## src/rtl/bcd_counter_multi.sv

```systemverilog
// Multi-digit BCD up/down counter with a built-in prescaler, synchronous clear/load,
// wrap or saturate at the limit, and tick/rollover pulses for cascading.
module bcd_counter_multi #(
    parameter int DIGITS   = 4,
    parameter int PRESCALE = 50000000,
    parameter int WRAP     = 1
) (
    input  logic                  clk,
    input  logic                  rst,
    input  logic                  en,
    input  logic                  clr,
    input  logic                  up_dn,
    input  logic                  load,
    input  logic [4*DIGITS-1:0]   load_val,
    output logic [4*DIGITS-1:0]   bcd,
    output logic                  tick,
    output logic                  rollover
);

    localparam int PW = (PRESCALE > 1) ? $clog2(PRESCALE) : 1;
    localparam logic [PW-1:0] PMAX = PW'(PRESCALE - 1);

    logic [PW-1:0]         presc_reg, presc_next;
    logic [4*DIGITS-1:0]   bcd_reg, bcd_next;
    logic                  tick_reg, tick_next;
    logic                  rollover_reg, rollover_next;

    logic                  step;
    logic                  limit_hit;
    logic [DIGITS:0]       nine_chain;
    logic [DIGITS:0]       zero_chain;
    logic [4*DIGITS-1:0]   step_val;
    logic [4*DIGITS-1:0]   load_clamped;

    assign step = en && (presc_reg == PMAX);

    // nine_chain[k] / zero_chain[k]: every digit below k is 9 / 0, i.e. digit k
    // receives the carry / borrow. Index DIGITS covers the whole value.
    assign nine_chain[0] = 1'b1;
    assign zero_chain[0] = 1'b1;

    genvar gi;
    generate
        for (gi = 0; gi < DIGITS; gi++) begin : g_digit
            logic [3:0] cur;
            logic [3:0] inc_d;
            logic [3:0] dec_d;
            logic [3:0] ld_d;

            assign cur   = bcd_reg[4*gi +: 4];
            assign inc_d = (cur >= 4'd9) ? 4'd0 : cur + 4'd1;
            assign dec_d = (cur == 4'd0) ? 4'd9 : cur - 4'd1;
            assign ld_d  = load_val[4*gi +: 4];

            assign nine_chain[gi+1] = nine_chain[gi] && (cur == 4'd9);
            assign zero_chain[gi+1] = zero_chain[gi] && (cur == 4'd0);

            assign step_val[4*gi +: 4] = up_dn ? (nine_chain[gi] ? inc_d : cur)
                                               : (zero_chain[gi] ? dec_d : cur);
            assign load_clamped[4*gi +: 4] = (ld_d > 4'd9) ? 4'd9 : ld_d;
        end
    endgenerate

    assign limit_hit = up_dn ? nine_chain[DIGITS] : zero_chain[DIGITS];

    always_comb begin
        presc_next    = presc_reg;
        bcd_next      = bcd_reg;
        tick_next     = 1'b0;
        rollover_next = 1'b0;
        if (clr) begin
            presc_next = '0;
            bcd_next   = '0;
        end else if (load) begin
            // A step falling on this edge is dropped; the new period starts fresh.
            presc_next = '0;
            bcd_next   = load_clamped;
        end else if (en) begin
            presc_next = step ? '0 : presc_reg + PW'(1);
            if (step) begin
                tick_next     = 1'b1;
                rollover_next = limit_hit;
                if (!(limit_hit && (WRAP == 0))) begin
                    bcd_next = step_val;
                end
            end
        end
    end

    always_ff @(posedge clk or posedge rst) begin
        if (rst) begin
            presc_reg    <= '0;
            bcd_reg      <= '0;
            tick_reg     <= 1'b0;
            rollover_reg <= 1'b0;
        end else begin
            presc_reg    <= presc_next;
            bcd_reg      <= bcd_next;
            tick_reg     <= tick_next;
            rollover_reg <= rollover_next;
        end
    end

    assign bcd      = bcd_reg;
    assign tick     = tick_reg;
    assign rollover = rollover_reg;

endmodule

```

## config.mk

```make
export PLATFORM = sky130hd
export DESIGN_NAME = bcd_counter_multi
export DESIGN_NICKNAME = d
export VERILOG_FILES = /design/src/rtl/bcd_counter_multi.sv
export SDC_FILE = /design/constraint.sdc
export NUM_CORES = 1
export LEC_CHECK = 0
export ABC_CLOCK_PERIOD_IN_PS = 2800
export CORE_UTILIZATION = 53
export DETAILED_ROUTE_END_ITERATION = 16
export PLACE_DENSITY = 0.76
export SETUP_SLACK_MARGIN = 0.15
export SYNTH_ARGS = -nofsm -noshare
export SYNTH_HDL_FRONTEND = slang
export SYNTH_SLANG_ARGS = --single-unit
```

## constraint.sdc

```tcl
create_clock -name clk -period 2.8 [get_ports clk]
set_input_delay 0.84 -clock clk [delete_from_list [all_inputs] [get_ports clk]]
set_output_delay 0.84 -clock clk [all_outputs]
set_load 0.03 [all_outputs]
```

==> flow_metrics.tcl, run 1 <==
set metrics [dict create \
    grt_antenna_before_repair 0 \
    cts_tree "yes" \
    gp_congestion 0.8590 \
    cp_max_fo 26 \
    drt_iter0_markers 163 \
    synthTopCellsByArea "dfrtp_1, ha_1, nor2_1" \
    hp-start "presc_reg[6]" \
    outcome "finished, final reports clean" \
    num_rows 28 \
    routedWlPerCell_um 15.93 \
    post-route-min-period_ns 2.649 \
    synth_largest_area_cell "dfrtp_1" \
    nNetsFinal 471 \
    async_flop_share 1.000 \
    drt-total-wl_mm 8.126 \
    power_frac_seq 0.421 \
    slew_violations 0 \
    clk_latency_ns 0.30 \
    drc_errors 0 \
    p_per_area_mw_per_mm2 405.1 \
    clk_path_buf_depth 2 \
    cts.sinks 44 \
    postRouteAntennaNets 0 \
    overflow 0 \
    vdd_ir_drop_max_mv 0.3144 \
    num_io_pins 40 \
    path_cells "clkdlybuf4s50_1, buf_8, nand3_1, nor4_1, buf_4, o211ai_2, and2_4, o41ai_2" \
    worst_path_max_delay_cell "clkdlybuf4s50_1" \
    power.leakage_nw 1.644 \
    final_cell_mix "dfrtp_1, nor2_1, clkdlybuf4s50_1" \
    skew_ns 0.01014 \
    viasPerCell 6.122 \
    synth_seq_cells 44 \
    portBuffers 39 \
    coreArea_mm2 0.005921 \
    rsz0062_at_grt "false" \
    power_w 0.001640 \
    worst_slew_pin_slew_ns 0.5360 \
    max_cap_violations 0 \
    worstPathArrival_ns 2.85 \
    dp.cells 500 \
    first_pass_iters 4 \
    grt_use_total 0.2646 \
    diodes 0 \
    die_width_um 80.14 \
    grt_max_degree 30 \
    synth_cell_types 63 \
    netlist.area_leader.share 0.3403 \
    critPathLaunchType "input port" \
    clkTransAtPathRegs_ns 0.08 \
    dp_hpwl_mm 5.829 \
    holdWs_ns 0.5605 \
    syn2layout_area_growth_pct 25.14 \
    layout_worst_path_cycle_share 0.9460 \
    crit_buf_inv 3 \
    max_stage_delay_ns 0.52 \
    num-fill-cells 480 \
    hold_viol 0 \
    setup_viol 0 \
    hp-class "reg2reg" \
    r2r_start "bcd[5]" \
    vias 3122 \
    finalNonFillerCells 510 \
    layout_commonest_cell "dfrtp_1" \
    p_int_w 0.001183 \
    cts_buffers 5 \
    syn_area_mm2 0.003236 \
    clock_tree.root_cell "clkbuf_8" \
    clkPwrFrac 0.345 \
    syn_nets 417 \
    syn_avg_cell_area_um2 8.492 \
    drive_gt1_frac 0.1632 \
    worstSetupPathType "in2reg" \
    fp.dieArea_mm2 0.006422 \
    seq_area_frac_synth 0.3403 \
    max_freq_mhz 377.5 \
    crit_path_end_kind "flop" \
    setup_ws_ns 0.1512 \
    p_sw_frac 0.2789 \
    grt_pass1_vias 2767 \
    comb_power_share 0.235 \
    crit_family "buffers and inverters" \
    ys_warn_count 0 \
    grt_pass1_wl_mm 13.15 \
    synth_flop_cell "dfrtp_1" \
    fp.dieH_um 80.14 \
    largest_reg_flops 26 \
    required_ns 3.00 \
    maxSlewHeadroom 0.6413 \
    synth_edf_count 0 \
    pre_cts_ws_ns -0.2295 \
    switchingPower_w 0.0004575 \
    syn_inst 381 \
    startpoint "up_dn" \
    start_util 0.5465 \
    cts_max_level 2 \
]
[per-layer routing]
metal,track usage,routed length [µm],vias up
met5,0,0,-
met4,0.08393,114,0
met3,0.05341,526,12
met2,0.3906,3587,129
met1,0.3857,3897,1483
li1,-,-,1498
[area by class of cell]
| type | count | area [µm²] | area share |
|---|---|---|---|
| multi-input cells | 291 | 1986 | 0.4904 |
| flip-flops and latches | 44 | 1101 | 0.2719 |
| repair buffers | 71 | 656.9 | 0.1622 |
| well taps | 75 | 93.84 | 0.02318 |
| inverters | 22 | 82.58 | 0.02040 |
| clock buffers | 5 | 68.82 | 0.01700 |
| clock inverters | 2 | 60.06 | 0.01483 |
[through the flow]
stage,instance area (µm²),TNS (ns),utilization
floorplan,3236,0,-
global placement,3852,-1.190,0.6507
detailed placement,3852,-1.613,0.6507
CTS,4001,0,0.6758
global route,4049,0,0.6839
finish,4049,0,0.6839
[tightest hold or removal path: cells and delay by family, from the launching register on]
kind	cells	cell delay, ns
xor gates and xnor gates	1	0.12
DFF	1	0.37
and+or+nand+nor	1	0.04
[final timing paths]
kind / endpoint / slack, ns / cells past startpoint
min in group asynchronous: rollover / 0.79 / 2
setup reg to reg: bcd[13] / 0.35 / 8
setup / recovery: bcd[13] / 0.15 / 8
hold / removal: presc_reg[6] / 0.56 / 2
max in group asynchronous: bcd[7] / 1.44 / 3
hold reg to reg: presc_reg[6] / 0.56 / 2
[synth_stat cells (5+ instances only)]
library cell and number:
and3_1 5, o31ai_1 5, a21oi_1 27, clkbuf_1 18, nor2_1 41, a311oi_1 7
nand4_1 10, xnor2_1 10, a31oi_1 5, or3b_2 9, dfrtp_1 44, o21ai_0 16
nand3_1 20, nand2b_1 9, buf_2 6, xor2_1 10, nand2_1 22, nor3_1 11
inv_1 21, ha_1 14
[cell families (layout without fill, tap and decap cells)]
group | Yosys count | in the layout | synth area share
and+or+nand+nor | 159 | 159 | 0.2773
AOI/OAI and AO/OA | 94 | 94 | 0.2019
buffers and inverters | 46 | 100 | 0.05568
DFF | 44 | 44 | 0.3403
xor gates and xnor gates | 20 | 20 | 0.05414
adders and majority gates | 14 | 14 | 0.05414
muxes | 4 | 4 | 0.01663
[timing repair]
| item | 4_1_cts | 5_1_grt |
|---|---|---|
| endpoints found under the setup margin | 2 | 8 |
| pin swaps | 0 | 5 |
| hold buffers | 0 | 0 |
| gates resized for setup | 3 | 6 |
| buffers inserted | 0 | 3 |
[power groups by stage]
stage / registers, W / clock network [W] / logic (W)
floorplan: 0.000718 / 0 / 0.000216
global placement: 0.000700 / 0 / 0.000366
detailed placement: 0.000702 / 0 / 0.000373
CTS: 0.000689 / 0.000579 / 0.000378
global route: 0.000694 / 0.000608 / 0.000419
finish: 0.000690 / 0.000566 / 0.000385
(Power assumes the default switching activity.)
==> run 2: changes to the inputs <==
Settings changed: GPL_ROUTABILITY_DRIVEN set to 0.
==> results of run 2 <==
Final layout, timing and power as in run 1 (identical DEF).
